===== config.mk =====
export PLATFORM = sky130hd
export DESIGN_NAME = ir_nec_receiver
export DESIGN_NICKNAME = d
export VERILOG_FILES = /design/src/rtl/ir_pkg.sv /design/src/rtl/ir_input_conditioner.sv /design/src/rtl/ir_nec_receiver.sv
export SDC_FILE = /design/constraint.sdc
export NUM_CORES = 1
export LEC_CHECK = 0
export CORE_UTILIZATION = 45
export DETAILED_ROUTE_END_ITERATION = 6
export GPL_TIMING_DRIVEN = 0
export PLACE_DENSITY = 0.67
export SYNTH_ARGS = -nofsm -noshare
export SYNTH_HDL_FRONTEND = slang
export SYNTH_SLANG_ARGS = --single-unit

===== constraint.sdc =====
create_clock -name slow_clk -period 3.3 [get_ports slow_clk]
set_input_delay 0.66 -clock slow_clk [delete_from_list [all_inputs] [get_ports slow_clk]]
set_output_delay 0.66 -clock slow_clk [all_outputs]
set_load 0.02 [all_outputs]

===== src/rtl/ir_pkg.sv =====
// Shared types and constants for the NEC IR receiver: FSM state encoding,
// decoded frame record, nominal NEC tick counts at 16 kHz, and the frame checker.
package ir_pkg;

  typedef enum logic [2:0] {
    ST_IDLE       = 3'd0,
    ST_LEAD_MARK  = 3'd1,
    ST_LEAD_SPACE = 3'd2,
    ST_BIT_MARK   = 3'd3,
    ST_BIT_SPACE  = 3'd4,
    ST_STOP_MARK  = 3'd5,
    ST_CHECK      = 3'd6,
    ST_HOLD       = 3'd7
  } ir_state_t;

  typedef struct packed {
    logic [15:0] addr;
    logic [7:0]  cmd;
  } ir_frame_t;

  // Nominal NEC timings expressed in 16 kHz ticks.
  localparam int NEC_LEAD_MARK_TICKS   = 144;
  localparam int NEC_FRM_SPACE_TICKS   = 72;
  localparam int NEC_REP_SPACE_TICKS   = 36;
  localparam int NEC_BIT_MARK_TICKS    = 9;
  localparam int NEC_ZERO_SPACE_TICKS  = 9;
  localparam int NEC_ONE_SPACE_TICKS   = 27;

  // Word layout (LSB-first on air): [7:0] addr, [15:8] ~addr or addr high, [23:16] cmd, [31:24] ~cmd.
  function automatic logic nec_frame_ok(input logic [31:0] w, input bit ext_addr);
    logic ok;
    ok = (w[31:24] == ~w[23:16]);
    if (!ext_addr) ok = ok && (w[15:8] == ~w[7:0]);
    return ok;
  endfunction

endpackage


===== src/rtl/ir_input_conditioner.sv =====
// Double-flop synchroniser for the IR line, optionally followed by a 3-sample
// majority filter when IR_GLITCH_FILTER_EN is defined. Outputs level and edge.
module ir_input_conditioner (
  input  logic clk,
  input  logic rst,
  input  logic din,
  output logic lvl,
  output logic lvl_edge
);

  logic s1_q, s1_d;
  logic s2_q, s2_d;
  logic prev_q, prev_d;

`ifdef IR_GLITCH_FILTER_EN
  logic h1_q, h1_d;
  logic h2_q, h2_d;
  logic filt_q, filt_d;

  // Level only moves once three consecutive synchronised samples agree.
  always_comb begin
    filt_d = filt_q;
    if ((s2_q == h1_q) && (h1_q == h2_q)) filt_d = s2_q;
    h1_d = s2_q;
    h2_d = h1_q;
  end

  always_ff @(posedge clk or posedge rst) begin
    if (rst) begin
      h1_q   <= 1'b0;
      h2_q   <= 1'b0;
      filt_q <= 1'b0;
    end else begin
      h1_q   <= h1_d;
      h2_q   <= h2_d;
      filt_q <= filt_d;
    end
  end

  assign lvl = filt_d;
`else
  assign lvl = s2_q;
`endif

  always_comb begin
    s1_d   = din;
    s2_d   = s1_q;
    prev_d = lvl;
  end

  always_ff @(posedge clk or posedge rst) begin
    if (rst) begin
      s1_q   <= 1'b0;
      s2_q   <= 1'b0;
      prev_q <= 1'b0;
    end else begin
      s1_q   <= s1_d;
      s2_q   <= s2_d;
      prev_q <= prev_d;
    end
  end

  assign lvl_edge = (lvl != prev_q);

endmodule


===== src/rtl/ir_nec_receiver.sv =====
// NEC IR frame receiver on the 16 kHz sample clock: run-length measurement, 32-bit
// LSB-first decode, complement check, repeat-code handling. Glitch filter: IR_GLITCH_FILTER_EN.
module ir_nec_receiver
  import ir_pkg::*;
#(
  parameter int unsigned CNT_W          = 11,
  parameter int unsigned LEAD_MARK_MIN  = 128,
  parameter int unsigned FRM_SPACE_MIN  = 56,
  parameter int unsigned REP_SPACE_MIN  = 28,
  parameter int unsigned REP_SPACE_MAX  = 44,
  parameter int unsigned BIT_MARK_MIN   = 5,
  parameter int unsigned BIT_MARK_MAX   = 14,
  parameter int unsigned ZERO_SPACE_MAX = 14,
  parameter int unsigned ONE_SPACE_MIN  = 20,
  parameter int unsigned ONE_SPACE_MAX  = 34,
  parameter int unsigned REPEAT_WINDOW  = 1900,
  parameter int unsigned EXT_ADDR       = 0
) (
  input  logic        slow_clk,
  input  logic        reset,
  input  logic        ir_data,
  output logic [15:0] ir_addr,
  output logic [7:0]  ir_cmd,
  output logic        ir_valid,
  output logic        ir_repeat,
  output logic        ir_error,
  output logic        ir_busy
);

  localparam int HOLD_W = $clog2(REPEAT_WINDOW + 1);

  localparam logic [CNT_W-1:0]  RUN_MAX  = '1;
  localparam logic [CNT_W-1:0]  LM_MIN   = CNT_W'(LEAD_MARK_MIN);
  localparam logic [CNT_W-1:0]  FS_MIN   = CNT_W'(FRM_SPACE_MIN);
  localparam logic [CNT_W-1:0]  RS_MIN   = CNT_W'(REP_SPACE_MIN);
  localparam logic [CNT_W-1:0]  RS_MAX   = CNT_W'(REP_SPACE_MAX);
  localparam logic [CNT_W-1:0]  BM_MIN   = CNT_W'(BIT_MARK_MIN);
  localparam logic [CNT_W-1:0]  BM_MAX   = CNT_W'(BIT_MARK_MAX);
  localparam logic [CNT_W-1:0]  ZS_MAX   = CNT_W'(ZERO_SPACE_MAX);
  localparam logic [CNT_W-1:0]  OS_MIN   = CNT_W'(ONE_SPACE_MIN);
  localparam logic [CNT_W-1:0]  OS_MAX   = CNT_W'(ONE_SPACE_MAX);
  localparam logic [HOLD_W-1:0] HOLD_END = HOLD_W'(REPEAT_WINDOW);

  logic ir_lvl, ir_edge, rise, fall;

  ir_input_conditioner u_cond (
    .clk      (slow_clk),
    .rst      (reset),
    .din      (ir_data),
    .lvl      (ir_lvl),
    .lvl_edge (ir_edge)
  );

  assign rise = ir_edge & ir_lvl;
  assign fall = ir_edge & ~ir_lvl;

  ir_state_t          state_q, state_d;
  logic [CNT_W-1:0]   run_q, run_d;
  logic [5:0]         bit_cnt_q, bit_cnt_d;
  logic [31:0]        sr_q, sr_d;
  logic               rep_q, rep_d;
  logic [HOLD_W-1:0]  hold_q, hold_d;
  logic               held_q, held_d;
  ir_frame_t          frame_q, frame_d;
  logic               valid_q, valid_d;
  logic               repeat_q, repeat_d;
  logic               error_q, error_d;

  logic timeout, mark_ok, zero_ok, one_ok, err;

  always_comb begin
    timeout = (run_q == RUN_MAX) && !ir_edge;
    mark_ok = (run_q >= BM_MIN) && (run_q <= BM_MAX);
    zero_ok = (run_q >= BM_MIN) && (run_q <= ZS_MAX);
    one_ok  = (run_q >= OS_MIN) && (run_q <= OS_MAX);
  end

  always_comb begin
    state_d   = state_q;
    bit_cnt_d = bit_cnt_q;
    sr_d      = sr_q;
    rep_d     = rep_q;
    hold_d    = hold_q;
    held_d    = held_q;
    frame_d   = frame_q;
    valid_d   = 1'b0;
    repeat_d  = 1'b0;
    error_d   = 1'b0;
    err       = 1'b0;

    if (ir_edge)              run_d = '0;
    else if (run_q != RUN_MAX) run_d = run_q + 1'b1;
    else                      run_d = run_q;

    case (state_q)
      ST_IDLE: begin
        if (rise) begin
          state_d = ST_LEAD_MARK;
          rep_d   = 1'b0;
        end
      end
      ST_LEAD_MARK: begin
        // A short mark is treated as noise and dropped without an error strobe.
        if (fall)         state_d = (run_q >= LM_MIN) ? ST_LEAD_SPACE : ST_IDLE;
        else if (timeout) err = 1'b1;
      end
      ST_LEAD_SPACE: begin
        if (rise) begin
          if (run_q >= FS_MIN) begin
            state_d   = ST_BIT_MARK;
            bit_cnt_d = '0;
          end else if ((run_q >= RS_MIN) && (run_q <= RS_MAX)) begin
            state_d = ST_STOP_MARK;
            rep_d   = 1'b1;
          end else begin
            err = 1'b1;
          end
        end else if (timeout) begin
          err = 1'b1;
        end
      end
      ST_BIT_MARK: begin
        if (fall) begin
          if (mark_ok) state_d = ST_BIT_SPACE;
          else         err = 1'b1;
        end else if (timeout) begin
          err = 1'b1;
        end
      end
      ST_BIT_SPACE: begin
        if (rise) begin
          if (zero_ok || one_ok) begin
            sr_d      = {one_ok, sr_q[31:1]};
            bit_cnt_d = bit_cnt_q + 1'b1;
            state_d   = (bit_cnt_q == 6'd31) ? ST_STOP_MARK : ST_BIT_MARK;
          end else begin
            err = 1'b1;
          end
        end else if (timeout) begin
          err = 1'b1;
        end
      end
      ST_STOP_MARK: begin
        if (fall) begin
          if (mark_ok) state_d = ST_CHECK;
          else         err = 1'b1;
        end else if (timeout) begin
          err = 1'b1;
        end
      end
      ST_CHECK: begin
        if (!rep_q) begin
          if (nec_frame_ok(sr_q, EXT_ADDR != 0)) begin
            frame_d.addr = (EXT_ADDR != 0) ? sr_q[15:0] : {8'h00, sr_q[7:0]};
            frame_d.cmd  = sr_q[23:16];
            valid_d      = 1'b1;
            held_d       = 1'b1;
            hold_d       = '0;
            state_d      = ST_HOLD;
          end else begin
            err = 1'b1;
          end
        end else if (held_q) begin
          repeat_d = 1'b1;
          hold_d   = '0;
          state_d  = ST_HOLD;
        end else begin
          state_d = ST_IDLE;
        end
      end
      ST_HOLD: begin
        // The held key survives a new leader so a following repeat code can refer to it.
        if (rise) begin
          state_d = ST_LEAD_MARK;
          rep_d   = 1'b0;
        end else if (hold_q == HOLD_END) begin
          state_d = ST_IDLE;
          held_d  = 1'b0;
        end else begin
          hold_d = hold_q + 1'b1;
        end
      end
      default: state_d = ST_IDLE;
    endcase

    if (err) begin
      error_d = 1'b1;
      state_d = ST_IDLE;
    end
  end

  always_ff @(posedge slow_clk or posedge reset) begin
    if (reset) begin
      state_q   <= ST_IDLE;
      run_q     <= '0;
      bit_cnt_q <= '0;
      sr_q      <= '0;
      rep_q     <= 1'b0;
      hold_q    <= '0;
      held_q    <= 1'b0;
      frame_q   <= '0;
      valid_q   <= 1'b0;
      repeat_q  <= 1'b0;
      error_q   <= 1'b0;
    end else begin
      state_q   <= state_d;
      run_q     <= run_d;
      bit_cnt_q <= bit_cnt_d;
      sr_q      <= sr_d;
      rep_q     <= rep_d;
      hold_q    <= hold_d;
      held_q    <= held_d;
      frame_q   <= frame_d;
      valid_q   <= valid_d;
      repeat_q  <= repeat_d;
      error_q   <= error_d;
    end
  end

  assign ir_addr   = frame_q.addr;
  assign ir_cmd    = frame_q.cmd;
  assign ir_valid  = valid_q;
  assign ir_repeat = repeat_q;
  assign ir_error  = error_q;
  assign ir_busy   = (state_q != ST_IDLE) && (state_q != ST_HOLD);

endmodule


==> results of run 1 <==
## registers in the layout, summed over array words and instances (netlist names)
register	cells
sr_q	32
run_q	11
u_cond.prev_q	1
ir_addr	8
rep_q	1
bit_cnt_q	6
hold_q	11
u_cond.lvl	1
ir_cmd	8
ir_repeat	1
held_q	1
state_q	3
ir_valid	1
u_cond.s1_q	1
ir_error	1
## power groups by stage
stage          Sequential [W]  Clock (W)  Combinational (W)
2_1_floorplan         0.00118          0           0.000425
3_3_place_gp          0.00118          0           0.000561
3_5_place_dp          0.00118          0           0.000567
4_1_cts               0.00116   0.000711           0.000570
5_1_grt               0.00117   0.000755           0.000643
6_report              0.00116   0.000690           0.000579
## Yosys cell counts (2+ instances only)
master and n:
a211oi_1 2, a21oi_1 9, a31oi_1 10, and2_1 10
and3_1 8, and4b_1 2, buf_2 6, buf_4 9
clkbuf_1 11, dfrtp_1 87, ha_1 8, inv_1 16
mux2_1 5, mux2_2 42, nand2_1 28, nand2b_1 4
nand3_1 7, nand4_1 12, nand4b_1 2, nor2_1 26
nor2b_1 5, nor3_1 4, nor3b_1 2, nor4_1 3
nor4_2 2, o21ai_0 15, o22ai_1 2, o31ai_1 2
o41ai_1 4, or2_2 2, or3_1 5, xnor2_1 5
xor2_1 20
## layer usage
layer / vias up / wire length, um / GRT usage, % / share of wire [%]
li1: 1502 / - / - / -
met1: 1474 / 3980 / 24.0 / 49
met2: 56 / 3830 / 27.9 / 47
met3: 6 / 271 / 4.23 / 3.3
met4: 0 / 90 / 6.02 / 1.1
met5: - / 0 / 0 / 0
## metrics by stage
stage	instance area (sq um)	setup slack, ps	util (%)
detailed placement	4860	652	51.8
finish	5030	250	53.7
global route	5030	109	53.7
floorplan	4450	390	-
CTS	5030	248	53.7
global placement	4830	-1000	51.5
## cell type report
class	instances	area [sq um]	area share, %
plain buffers	27	150	2.98
clock buffers	9	124	2.46
clock inverters	7	53.8	1.07
inverters	16	62.6	1.24
multi-input cells	280	2060	40.9
flip-flops and latches	87	2180	43.2
well taps	129	161	3.21
repair buffers	23	248	4.92
## worst max-delay path by stage
stage / from / end / slack [ps]
2_1_floorplan: reset / bit_cnt_q[0] / 390
5_1_grt: state_q[1] / ir_busy / 110
3_3_place_gp: reset / run_q[9] / -1000
4_1_cts: state_q[1] / ir_busy / 250
3_5_place_dp: state_q[1] / ir_busy / 650
6_report: state_q[1] / ir_busy / 250
## cells by family after synthesis
family / count (synthesis) / synth area share [%]
AOI/OAI and AO/OA: 61 / 9.91
adders and majority gates: 8 / 2.27
buffers and inverters: 43 / 4.76
and+or+nand+nor: 130 / 16.6
muxes: 48 / 12.2
xor gates and xnor gates: 25 / 4.95
DFF: 87 / 49.3
other: 1 / 0.0849
## placed cells by master, fill, tap and decap left out, types with 3 or more instances in the layout
master,instances
a21oi_1,9
inv_1,15
ha_1,8
nand2_1,28
nor2_1,26
mux2_1,5
mux2_2,42
clkbuf_8,9
and2_1,10
buf_4,9
nor3_1,4
xor2_1,20
nand4_1,12
clkbuf_1,11
nand2b_1,4
nand3_1,7
clkinvlp_4,3
nor2b_1,5
xnor2_1,5
nor4_1,3
clkdlybuf4s50_1,22
dfrtp_1,87
and3_1,8
o21ai_0,15
or3_1,5
o41ai_1,4
conb_1,8
a31oi_1,10
buf_2,6
inv_6,3
==> impl_metrics.toml, run 1 <==
[run_status]
status = "complete, no violations"

[hold_path]
min_path_cells = 0
min_to = "u_cond.lvl"
holdCritStartpoint = "u_cond.s1_q"
hold_path_class = "flip-flop to flip-flop"

[setup_path]
r2r_start = "sr_q[2]"
max_stage_delay_ps = 560
cp_slowest_cell = "clkdlybuf4s50_1"
cp-start-kind = "flip-flop"
r2r_end = "ir_cmd[0]"
worstSetupEndpointType = "primary output"
cp.arrival_ps = 2390
r2r_cells = 8
cpLargestDelayFamily = "buffers and inverters"
required_ps = 2640
timing.critical_path.mode_cell = "clkbuf_1"
crit_buf_inv = 3
cp.depth = 5
crit_path_max_fanout = 10
worstSetupPathType = "flip-flop to primary output"
ff2ff_setup_slack_ps = 670
cp_cell_sequence = "clkbuf_1 > and3_1 > clkbuf_1 > a21oi_1 > clkdlybuf4s50_1"

[finish]
syn2layout_area_growth_pct = 13.9
diodes = 0
drive_above_1_share_pct = 19.8
nets = 455
layoutNonFillerInstCount = 578
fill_cells = 870

[cts]
numCtsBuffers = 9
clock_latency_ps = 360
cts.sink_count = 87
cts_buffer_depth = 2
holdBufCountCts = 0
post_cts_buffers = 0
path_clk_slew_ps = 100
clock-root-buffer = "clkbuf_8"
cts_tree = "done"
h-tree-depth = 3
post_cts_resized = 0

[synth]
ys_ff_latch = 87
synth_ff_type = "dfrtp_1"
synth_seq_area_share_pct = 49.3
yosys-top-cells-area = "dfrtp_1 49%, mux2_2 11%, xor2_1 4.0%"
yosysTopAreaCellShare_pct = 49.3
synth-async-reset-ratio_pct = 100
synth-edff-count = 0
synth_area_per_cell_sq_um = 11.0
synth_cell_types = 61
syn-instance-count = 403
yosysWarnings = 0
yosysTopAreaCell = "dfrtp_1"
syn_area_sq_mm = 0.00442

[sta]
finalSetupViolCount = 0
tightest_slew_ps = 667
max_freq_mhz = 328
finalClockSkew_ps = 11.1
timing.hold.ws_ps = 371
period_needed_ps = 3050
slew_violations = 0
fin_setup_tns_ps = 0
slew_headroom_pct = 55.5
rsz0062_at_grt = "false"
hold_viol = 0
period_share_pct = 92.4

[die]
start_util_pct = 47.2
die_h_um = 101
rows = 35
fp.dieW_um = 101
dieArea_sq_mm = 0.0102
io-pin-count = 31
fp.coreArea_sq_mm = 0.00937

[power]
total_power_w = 0.00243
p_clk_share_pct = 28.4
power_switching_share_pct = 33.5
sequentialPowerShare_pct = 47.8
p_per_area_mw_per_mm2 = 483
ir_drop_mv = 0.215
p_comb_share_pct = 23.8
p_int_w = 0.00162
p_sw_w = 0.000815
p_leak_nw = 2.42

[route]
drc = 0
drt-initial-drc-count = 213
firstDrtPassIters = 4
wl_um = 8170
vias = 3038
avgViaCountPerCell = 5.26
wl_per_cell_um = 14.1
antenna_left = 0

[placed_design]
port_buffers = 22
dp_hpwl_um = 5650
dpl.cell_count = 562
gp_congestion = 0.908

[global_routing]
grt_pass1_wl_um = 14000
grt_max_degree = 71
grt_antenna_before_repair = 0
grt.total_usage_pct = 17.7
grt_overflow = 0
first_global_vias = 2916

[run]
max-cap-violations = 0
No activity file was read; power rests on OpenSTA's default activity.
==> run 2: changes to the inputs <==
ABC_CLOCK_PERIOD_IN_PS = 3300   (was unset)
CORE_UTILIZATION = 59   (was 45)
PLACE_DENSITY = 0.83   (was 0.67)
TNS_END_PERCENT = 30   (was unset)
==> run 2 against run 1 <==
Compared with the run above: sequential share of layout area up 0.30 points; hold slack worse by 7.6 ps; via count up 1.9%; largest power group unchanged; global-route usage up 5.0 points; critical path type unchanged.
==> impl_metrics.toml, run 2 (same netlist as run 1, synthesis figures left out) <==
[run_status]
status = "complete, no violations"

[cts]
path_clk_slew_ps = 90
post_cts_buffers = 0
post_cts_resized = 0
holdBufCountCts = 0
numCtsBuffers = 9
h-tree-depth = 3
cts_buffer_depth = 2
clock-root-buffer = "clkbuf_8"
cts.sink_count = 87
clock_latency_ps = 350
cts_tree = "done"

[global_routing]
grt_max_degree = 70
grt.total_usage_pct = 22.7
grt_antenna_before_repair = 0
grt_overflow = 0
first_global_vias = 2958
grt_pass1_wl_um = 13700

[finish]
drive_above_1_share_pct = 19.6
final_common_cell = "dfrtp_1"
layout_common_cells = "87 x dfrtp_1, 42 x mux2_2, 28 x nand2_1"
top_regs = "sr_q (32), hold_q (11), run_q (11)"
diodes = 0
nets = 455
largest_reg_flops = 32
fill_cells = 565
layoutNonFillerInstCount = 548
syn2layout_area_growth_pct = 13.1
postLayoutCoreUtil_pct = 68.9
regMostFlops = "sr_q"

[sta]
finalSetupViolCount = 0
max_freq_mhz = 323
tightest_slew_ps = 648
slew_headroom_pct = 56.8
period_needed_ps = 3100
finalClockSkew_ps = 14.0
hold_viol = 0
slew_violations = 0
rsz0062_at_grt = "false"
period_share_pct = 94.0

[route]
vias = 3095
antenna_left = 0
drt-initial-drc-count = 190
avgViaCountPerCell = 5.65
wl_um = 8210
firstDrtPassIters = 4
drc = 0
wl_per_cell_um = 15.0

[hold_path]
holdCritStartpoint = "u_cond.s1_q"
hold_path_class = "flip-flop to flip-flop"

[power]
p_comb_share_pct = 24.0
power_switching_share_pct = 33.0
ir_drop_mv = 0.250
p_leak_nw = 2.42
p_sw_w = 0.000798
p_per_area_mw_per_mm2 = 484
p_clk_share_pct = 27.9
sequentialPowerShare_pct = 48.1
p_int_w = 0.00162

[die]
fp.coreArea_sq_mm = 0.00725
fp.dieW_um = 88.5
start_util_pct = 60.9
rows = 31
io-pin-count = 31
die_h_um = 88.5
dieArea_sq_mm = 0.00784

[placed_design]
dpl.cell_count = 532
gp_congestion = 0.920
dp_hpwl_um = 5800
port_buffers = 22

[setup_path]
cp_slowest_cell = "clkdlybuf4s50_1"
r2r_start = "sr_q[2]"
crit_path_max_fanout = 10
timing.critical_path.mode_cell = "clkbuf_1"
worstSetupPathType = "flip-flop to primary output"
cp.arrival_ps = 2440
max_stage_delay_ps = 570
crit_path_start = "state_q[1]"
cpLargestDelayFamily = "buffers and inverters"
required_ps = 2640
cp_cell_sequence = "clkbuf_1 > and3_1 > clkbuf_1 > a21oi_1 > clkdlybuf4s50_1"
cp-start-kind = "flip-flop"
worstSetupEndpointType = "primary output"
crit_buf_inv = 3

[run]
max-cap-violations = 0
[run 2: cell count changes in the layout (fill, tap and decap cells not counted), sizes merged]
| cell | delta |
|---|---|
| clkinv | +1 |
| inv | -1 |
| clkbuf | +1 |
| clkinvlp | -1 |
[run 2: metal layers]
metal | track usage, % | vias up | wire [um]
met1 | 31.3 | 1517 | 3910
li1 | - | 1506 | -
met3 | 3.08 | 17 | 209
met2 | 36.3 | 55 | 3940
met4 | 9.09 | 0 | 144
met5 | 0 | - | 0
[run 2: through the flow]
| stage | instance area [sq um] | hold WS, ps | setup WS, ps | total power, W | TNS, ps |
|---|---|---|---|---|---|
| floorplan | 4450 | 331 | 390 | 0.00161 | 0 |
| global placement | 4790 | 334 | -893 | 0.00175 | -77150 |
| detailed placement | 4820 | 346 | 597 | 0.00176 | 0 |
| CTS | 5000 | 366 | 203 | 0.00243 | 0 |
| global route | 5000 | 374 | 89.6 | 0.00256 | 0 |
| finish | 5000 | 363 | 199 | 0.00242 | 0 |
[run 2: path summary, 6_finish.rpt]
check	cells after the start	slack, ps	endpoint
setup / recovery	5	200	ir_busy
hold / removal	0	360	u_cond.lvl
hold reg to reg	0	360	u_cond.lvl
min in group asynchronous	2	590	bit_cnt_q[5]
setup reg to reg	8	680	ir_addr[1]
max in group asynchronous	3	2090	run_q[6]
[run 2: layout make-up]
type | count | area (sq um) | share of cell area [%]
clock buffer | 10 | 128 | 2.55
inverter | 16 | 62.6 | 1.25
clock inverter | 6 | 52.6 | 1.05
multi-input combinational | 280 | 2060 | 41.2
tap | 99 | 124 | 2.48
timing repair buffer | 23 | 248 | 4.95
buffer | 27 | 150 | 3.00
sequential | 87 | 2180 | 43.5
[run 2: worst register-to-register path, stage by stage, from the launching register on]
cell	delay [ps]
dfrtp_1	430
xor2_1	270
nand4_1	170
nor4_2	420
and2b_1	220
and3_1	170
buf_2	230
buf_4	240
mux2_2	360
[run 2: power groups by stage]
| stage | registers [W] | logic (W) | clock network [W] |
|---|---|---|---|
| floorplan | 0.00118 | 0.000425 | 0 |
| finish | 0.00116 | 0.000579 | 0.000675 |
| detailed placement | 0.00118 | 0.000576 | 0 |
| CTS | 0.00116 | 0.000579 | 0.000691 |
| global placement | 0.00118 | 0.000569 | 0 |
| global route | 0.00117 | 0.000651 | 0.000735 |
==> run 3: changes to the inputs <==
CORE_MARGIN = 2   (was unset)
CTS_CLUSTER_SIZE = 20   (was unset)
==> run 3 against run 2 <==
Compared with the run above: die area grew 4.6%; setup slack better by 9.1 ps; clock skew fell by 2.9 ps; via count grew 0.23%; sequential cell count unchanged; fmax grew 0.30%; clock power grew 2%; total power up 0.79%; count of clock-buffer cells in the layout unchanged; critical path type unchanged; largest power group unchanged.
==> impl_metrics.toml, run 3 (same netlist as run 1, synthesis figures left out) <==
[cts]
path_clk_slew_ps = 90
h-tree-depth = 3
cts.sink_count = 87
cts_buffer_depth = 2
post_cts_resized = 0
clock_latency_ps = 360
holdBufCountCts = 0
cts_tree = "done"
post_cts_buffers = 0
numCtsBuffers = 9
clock-root-buffer = "clkbuf_8"

[route]
drt-met1-wl_um = 3880
drc = 0
firstDrtPassIters = 5
drt-initial-drc-count = 199
highest_layer = "met4"
wl_met2_um = 3990
antenna_left = 0
wl_um = 8380
vias = 3102
wl_met3_um = 306
avgViaCountPerCell = 5.66
wl_per_cell_um = 15.3

[sta]
tightest_slew_ps = 638
hold_viol = 0
max_freq_mhz = 323
finalClockSkew_ps = 11.1
slew_headroom_pct = 57.4
finalSetupViolCount = 0
rsz0062_at_grt = "false"
slew_violations = 0
period_needed_ps = 3090
period_share_pct = 93.7

[die]
io-pin-count = 31
dieArea_sq_mm = 0.00820
fp.dieW_um = 90.5
start_util_pct = 60.9
die_h_um = 90.5
fp.coreArea_sq_mm = 0.00725
rows = 31

[run]
max-cap-violations = 0

[setup_path]
cp_cell_sequence = "clkbuf_1 > and3_1 > clkbuf_1 > a21oi_1 > clkdlybuf4s50_1"
required_ps = 2640
timing.critical_path.mode_cell = "clkbuf_1"
cp.arrival_ps = 2430
cp_slowest_cell = "clkdlybuf4s50_1"
crit_path_max_fanout = 10
max_stage_delay_ps = 570
worstSetupEndpointType = "primary output"
cp-start-kind = "flip-flop"
worstSetupPathType = "flip-flop to primary output"

[power]
p_per_area_mw_per_mm2 = 487
power_switching_share_pct = 33.4
p_leak_nw = 2.43
p_clk_share_pct = 28.2
p_sw_w = 0.000815
sequentialPowerShare_pct = 47.7
p_int_w = 0.00162
ir_drop_mv = 0.293
p_comb_share_pct = 24.1

[global_routing]
grt_pass1_wl_um = 14500
first_global_vias = 3025
grt.total_usage_pct = 22.1
grt_max_degree = 65
grt_overflow = 0
grt_antenna_before_repair = 0

[finish]
postLayoutCellArea_sq_mm = 0.00500
postLayoutCoreUtil_pct = 69.0
top_regs = "sr_q (32), hold_q (11), run_q (11)"
diodes = 0
largest_reg_flops = 32
final_common_cell = "dfrtp_1"
layout_common_cells = "87 x dfrtp_1, 42 x mux2_2, 28 x nand2_1"
regMostFlops = "sr_q"
nets = 455
drive_above_1_share_pct = 19.6
syn2layout_area_growth_pct = 13.2

[placed_design]
dp_hpwl_um = 5890
gp_congestion = 0.893
placed_area_sq_mm = 0.00482
port_buffers = 22

[run_status]
status = "complete, no violations"

[hold_path]
hold_path_class = "flip-flop to flip-flop"
-- run 3: cell type report --
| cell class | instances | area, sq um |
|---|---|---|
| clock buffer | 10 | 128 |
| clock inverter | 6 | 55.1 |
| multi-input combinational | 280 | 2060 |
| buffer | 27 | 150 |
| tap | 99 | 124 |
| timing repair buffer | 23 | 248 |
| sequential | 87 | 2180 |
| inverter | 16 | 62.6 |
| fill | 550 | 2250 |
-- run 3: worst max-delay path, delay by kind of cell (launching register included) --
family / cells / cell delay (ps)
compound gates: 1 / 130
flops: 1 / 330
simple gates: 1 / 300
buf+inv: 3 / 1300
-- run 3: per-stage QoR --
| step | total power, W | hold WS (ps) | setup slack, ps | cells | TNS, ps |
|---|---|---|---|---|---|
| finish | 0.00244 | 361 | 209 | 548 | 0 |
| detailed placement | 0.00176 | 347 | 634 | 532 | 0 |
| CTS | 0.00244 | 365 | 209 | 548 | 0 |
| global placement | 0.00175 | 333 | -910 | 531 | -78680 |
| floorplan | 0.00161 | 331 | 390 | 410 | 0 |
| global route | 0.00257 | 386 | 70.1 | 548 | 0 |
-- run 3: path summary, 6_finish.rpt --
check	startpoint	to	slack, ps	cells after the start
min reg2reg	u_cond.s1_q	u_cond.lvl	360	0
min in group asynchronous	reset	hold_q[8]	620	2
max in group asynchronous	reset	sr_q[5]	2080	3
max	state_q[1]	ir_busy	210	5
max reg2reg	sr_q[2]	ir_addr[1]	680	8
min	u_cond.s1_q	u_cond.lvl	360	0
-- run 3: power by group through the flow --
stage | logic (W) | clock network (W) | registers [W]
final | 0.000586 | 0.000688 | 0.00116
after global routing | 0.000652 | 0.000747 | 0.00117
after CTS | 0.000577 | 0.000704 | 0.00116
after detailed placement | 0.000572 | 0 | 0.00118
after global placement | 0.000566 | 0 | 0.00118
after floorplan | 0.000425 | 0 | 0.00118
-- run 3: metal layers --
metal  global-route usage (%)  up-vias
met2                     35.2       82
met3                     3.26       18
met4                     9.62        0
met5                        0        -
li1                         -     1500
met1                     30.4     1502
